File: config.mk
export PLATFORM = sky130hd
export DESIGN_NAME = demux1x4_buf
export DESIGN_NICKNAME = d
export VERILOG_FILES = /design/src/rtl/demux1x4_buf_pkg.sv /design/src/rtl/demux1x4_buf_lane_buf.sv /design/src/rtl/demux1x4_buf.sv
export SDC_FILE = /design/constraint.sdc
export NUM_CORES = 1
export LEC_CHECK = 0
export CAP_MARGIN = 40
export CORE_MARGIN = 2
export CORE_UTILIZATION = 59
export DETAILED_ROUTE_END_ITERATION = 7
export GPL_TIMING_DRIVEN = 0
export HOLD_SLACK_MARGIN = 0.02
export PLACE_DENSITY_LB_ADDON = 0.3
export SETUP_SLACK_MARGIN = 0.05
export SYNTH_ARGS = -nofsm -noshare
export SYNTH_HDL_FRONTEND = slang
export SYNTH_SLANG_ARGS = --single-unit
File: constraint.sdc
create_clock -name clk -period 4.1 [get_ports clk]
set_clock_uncertainty 0.2 [all_clocks]
set_input_delay 0.82 -clock clk [delete_from_list [all_inputs] [get_ports clk]]
set_output_delay 0.82 -clock clk [all_outputs]
set_load 0.005 [all_outputs]
File: src/rtl/demux1x4_buf_pkg.sv
// Shared definitions for the 1-to-4 buffered demultiplexer: lane select
// encodings, lane count and the select-to-one-hot decode helper.
package demux1x4_buf_pkg;

    // Lane select encodings; they match the 4-to-1 select mux.
    typedef enum logic [1:0] {
        SLCT_00 = 2'd0,
        SLCT_01 = 2'd1,
        SLCT_10 = 2'd2,
        SLCT_11 = 2'd3
    } slct_e;

    localparam int NUM_LANES = 4;
    localparam int LANE_DEPTH = 2;

    // Decode a 2-bit lane select into a one-hot lane vector.
    function automatic logic [NUM_LANES-1:0] slct_onehot(input logic [1:0] slct);
        logic [NUM_LANES-1:0] v;
        v = '0;
        v[slct] = 1'b1;
        return v;
    endfunction

endpackage

File: src/rtl/demux1x4_buf_lane_buf.sv
// Two-entry FIFO holding the words queued for one demux output lane.
// The head entry is presented directly from storage (registered output).
module demux_lane_buf
    import demux1x4_buf_pkg::*;
#(
    parameter int WIDTH = 32
) (
    input  logic             clk,
    input  logic             rst_n,
    input  logic             push,
    input  logic [WIDTH-1:0] push_data,
    input  logic             pop,
    output logic             full,
    output logic             valid,
    output logic [WIDTH-1:0] head_data
);

    logic [WIDTH-1:0] r_mem [LANE_DEPTH];
    logic             r_wptr;
    logic             r_rptr;
    logic [1:0]       r_count;

    logic             w_push_ok;
    logic             w_pop_ok;

    // Guard against overflow/underflow locally so the lane is safe on its own.
    assign w_push_ok = push && (r_count != 2'd2);
    assign w_pop_ok  = pop  && (r_count != 2'd0);

    // Storage and pointers; storage is cleared on reset so heads read as zero.
    always_ff @(posedge clk or negedge rst_n) begin
        if (!rst_n) begin
            r_mem[0] <= '0;
            r_mem[1] <= '0;
            r_wptr   <= 1'b0;
            r_rptr   <= 1'b0;
        end else begin
            if (w_push_ok) begin
                r_mem[r_wptr] <= push_data;
                r_wptr        <= ~r_wptr;
            end
            if (w_pop_ok) begin
                r_rptr <= ~r_rptr;
            end
        end
    end

    // Occupancy: push+pop together leaves the count unchanged.
    always_ff @(posedge clk or negedge rst_n) begin
        if (!rst_n) begin
            r_count <= 2'd0;
        end else begin
            unique case ({w_push_ok, w_pop_ok})
                2'b10:   r_count <= r_count + 2'd1;
                2'b01:   r_count <= r_count - 2'd1;
                default: r_count <= r_count;
            endcase
        end
    end

    assign full      = (r_count == 2'd2);
    assign valid     = (r_count != 2'd0);
    assign head_data = r_mem[r_rptr];

endmodule

File: src/rtl/demux1x4_buf.sv
// Registered 1-to-4 demultiplexer with valid/ready handshaking. One producer
// word is steered to the lane chosen by in_slct; each lane buffers two words
// so consumer stalls never reach the producer combinationally.
module demux1x4_buf
    import demux1x4_buf_pkg::*;
#(
    parameter int WIDTH = 32
) (
    input  logic             clk,
    input  logic             rst_n,
    input  logic             in_valid,
    output logic             in_ready,
    input  logic [WIDTH-1:0] in_data,
    input  logic [1:0]       in_slct,
    output logic [3:0]       out_valid,
    input  logic [3:0]       out_ready,
    output logic [WIDTH-1:0] out_data_00,
    output logic [WIDTH-1:0] out_data_01,
    output logic [WIDTH-1:0] out_data_10,
    output logic [WIDTH-1:0] out_data_11
);

    logic [NUM_LANES-1:0] w_full;
    logic [NUM_LANES-1:0] w_push;
    logic [NUM_LANES-1:0] w_pop;
    logic [WIDTH-1:0]     w_head [NUM_LANES];

    // Readiness comes only from registered lane occupancy, never from out_ready.
    assign in_ready = ~w_full[in_slct];

    // One-hot push toward the selected lane, only on an accepted transfer.
    always_comb begin
        w_push = '0;
        if (in_valid && in_ready) begin
            w_push = slct_onehot(in_slct);
        end
    end

    assign w_pop = out_valid & out_ready;

    for (genvar g = 0; g < NUM_LANES; g++) begin : g_lane
        demux_lane_buf #(
            .WIDTH (WIDTH)
        ) u_lane (
            .clk       (clk),
            .rst_n     (rst_n),
            .push      (w_push[g]),
            .push_data (in_data),
            .pop       (w_pop[g]),
            .full      (w_full[g]),
            .valid     (out_valid[g]),
            .head_data (w_head[g])
        );
    end

    assign out_data_00 = w_head[SLCT_00];
    assign out_data_01 = w_head[SLCT_01];
    assign out_data_10 = w_head[SLCT_10];
    assign out_data_11 = w_head[SLCT_11];

endmodule
==> summary.md <==
| Metric | Value |
|---|---|
| Leak Pwr | `6.55 nW` |
| Core outline area | `20100 um^2` |
| Final min period | `3800 ps` |
| Met1 usage | `0.359` |
| Reg clk slew, reported paths | `60 ps` |
| I/O pins | `174` |
| CTS tree | `done` |
| CTS Buf Count | `29` |
| # nets final | `1013` |
| Crit-path max FO | `10` |
| # setup viols final | `0` |
| Clock Tree Root | `clkbuf_16` |
| Reg2reg path depth | `4` |
| Overflow after GRT | `0` |
| Synth Register Bits | `272` |
| Vias in the first global route | `7598` |
| Max rail drop VDD | `0.000476 V` |
| Arrival @ worst endpoint | `2780 ps` |
| Worst setup SP type | `register` |
| Mapped Nets | `808` |
| Die W | `147 um` |
| Initial core utilization | `0.598` |
| Post-DRT Antenna Nets | `0` |
| Yosys top cell area share | `0.566` |
| Hold slack | `286 ps` |
| Number of max-cap violations | `0` |
| Status | `completed` |
| Register area share after synthesis | `0.566` |
| Die Y-Extent | `147 um` |
| Period utilization | `0.927` |
| Total Power | `13.0 mW` |
| Top_reg_cell synth | `dfrtp_1` |
| CP required | `3080 ps` |
| H-tree lvl count | `1` |
| Distinct cell type count after synthesis | `28` |
| Synth area leaders | `dfrtp_1 (57%), mux2_2 (33%), mux2_4 (3.7%)` |
| Crit-path slowest cell | `clkbuf_1` |
| Area of the mapped netlist | `12000 um^2` |
| R2R Path End | `g_lane[2].u_lane.r_mem[17]` |
| Final Hold Fails | `0` |
| Synth Instances | `763` |
| Number of DRC markers in iteration 0 | `269` |
| Met3 Use GR | `0.0450` |
| RSZ-0062 raised after global routing | `false` |
| Power per Cell Area | `864 nW/um^2` |
| Hold endpoint | `g_lane[1].u_lane.r_mem[6]` |
| R2r setup slk | `1800 ps` |
| Post-CTS Setup Repair Bufs | `0` |
| Hold path start | `g_lane[1].u_lane.r_mem[6]` |
| Slew HR | `0.418` |
| Ys async rst share | `1.00` |
| Largest net degree at the start of global routing | `126` |
| Synth warn | `0` |
| Nature of the critical path endpoint | `primary output` |
| Number of remaining DRC errors | `0` |
| RePlAce Congestion | `0.763` |
| Clk_lat worst skew | `530 ps` |
| Routed len/inst | `21.4 um` |
| Worst hold path class | `register to register` |
| Post-synth top area cell | `dfrtp_1` |
| Layout area overhead | `25.4%` |
| CP max stage delay | `710 ps` |
| EDFF count, synth | `0` |
| Clock sink count | `272` |
| DP Wirelength | `17500 um` |
| Vias/cell | `5.61` |
| Vias | `7052` |
| Most used routing layer | `met2` |
| Diode count | `0` |
| Hold Path Depth | `1` |
| Die area | `21500 um^2` |
| Critical path cell sequence | `clkbuf_1 > clkbuf_1 > mux2_2 > clkdlybuf4s50_1` |
| IO buf count | `171` |
| WL final | `26900 um` |
| Initial antenna violation count | `1` |
| Post-cts sizing count | `0` |
| First-pass GRT wire length | `43100 um` |
| 1st-pass router iterations | `4` |
| Fin. max-slew vios | `0` |
| Worst slew pin tran | `873 ps` |
| CTS max path bufs | `3` |
| Total GRT Usage | `0.254` |
| Row count | `52` |
| Cell mode on critical path | `clkbuf_1` |
| Setup Crit Path Kind | `register to primary output` |
| Fmax | `263 MHz` |
| Avg Cell Area, Syn | `15.8 um^2` |
| Met2 usage in global routing | `0.423` |
| Proportion of layout cells with a drive suffix above 1 | `0.473` |
| R2R Path Start | `g_lane[2].u_lane.r_count[1]` |
[cell usage in the layout, fill, tap and decap left out, types with 4 or more instances in the layout]
cell and count:
mux2_4 30, clkbuf_16 29, mux2_1 5, or2_2 4, nor2_1 6, xor2_1 8, buf_2 16, buf_4 11
clkbuf_8 9, dfrtp_1 272, clkinv_2 4, xnor2_1 12, and2_1 4, ha_1 4, mux2_2 349, clkbuf_1 23
nand2b_1 4, clkdlybuf4s50_1 170
[metrics by stage]
stage | setup slack (ps) | setup TNS [ps] | area, um^2 | util | instances
6_report | 299 | 0 | 15100 | 0.750 | 1257
5_1_grt | 237 | 0 | 15100 | 0.750 | 1257
4_1_cts | 278 | 0 | 15100 | 0.750 | 1257
3_5_place_dp | 825 | 0 | 14100 | 0.703 | 1206
3_3_place_gp | -9580 | -2598460 | 14100 | 0.700 | 1204
2_1_floorplan | 1590 | 0 | 12000 | - | 763
[synth_stat cells (2+ instances only)]
cell and count:
xor2_1 8, xnor2_1 12, and2_1 4, nor2_1 6
mux2_2 349, nand4_1 3, nand4b_1 2, buf_12 3
dfrtp_1 272, or2_2 4, mux2_4 30, mux2_1 5
nand2b_1 4, buf_4 11, nor2b_1 2, nand3_1 2
ha_1 4, clkbuf_1 17, buf_2 16
[routing by layer]
metal | vias to the layer above | share of wire
met4 | 2 | 0.016
met1 | 3708 | 0.44
met5 | - | 0.00048
met3 | 36 | 0.053
met2 | 158 | 0.49
li1 | 3148 | -
[critical path: cells and delay by family (launching register included)]
family	cells	cell delay (ps)
buffers and inverters	3	1500
flip-flops	1	320
multiplexers	1	430
[state kept, by name, summed over array words and instances, names as in the netlist]
register	count
g_lane.u_lane.r_count	8
g_lane.u_lane.r_mem	256
g_lane.u_lane.r_rptr	4
g_lane.u_lane.r_wptr	4
[worst max-delay path by stage]
stage / slack [ps] / cells after the start / end / startpoint
after floorplan: 1590 / 2 / in_ready / in_slct[0]
after global placement: -9580 / 1 / g_lane[3].u_lane.r_mem[55] / rst_n
after detailed placement: 830 / 3 / in_ready / in_slct[1]
after CTS: 280 / 4 / out_data_11[30] / g_lane[3].u_lane.r_rptr
after global routing: 240 / 4 / out_data_00[31] / g_lane[0].u_lane.r_rptr
final: 300 / 4 / out_data_00[31] / g_lane[0].u_lane.r_rptr
[logic make-up (layout without fill, tap and decap cells)]
logic type / count (synthesis) / in the layout / synth area share
AND/OR/NAND/NOR: 34 / 34 / 0.0197
adder cells (fa/ha/maj): 4 / 4 / 0.00416
XOR/XNOR: 20 / 20 / 0.0146
flip-flops: 272 / 272 / 0.566
multiplexers: 385 / 385 / 0.371
buffers and inverters: 48 / 272 / 0.0248
[final cells by class]
| cell class | count | area, um^2 |
|---|---|---|
| Sequential cell | 272 | 6810 |
| Fill cell | 1276 | 5030 |
| Multi-Input combinational cell | 443 | 4920 |
| Timing Repair Buffer | 174 | 1780 |
| Clock buffer | 44 | 872 |
| Tap cell | 270 | 338 |
| Buffer | 48 | 298 |
| Clock inverter | 6 | 58.8 |
[power by group]
group          leakage [nW]  total [mW]  switching (mW)  internal (mW)
registers              3.28        4.73           0.695           4.03
logic                  2.81        5.75            1.95           3.79
clock network         0.463        2.55            1.03           1.51
[what timing repair did]
action                                  4_1_cts  5_1_grt
endpoints found under the setup margin        0        0
endpoints found under the hold margin        25        0
hold buffers                                  1        0
(Power assumes the default switching activity.)
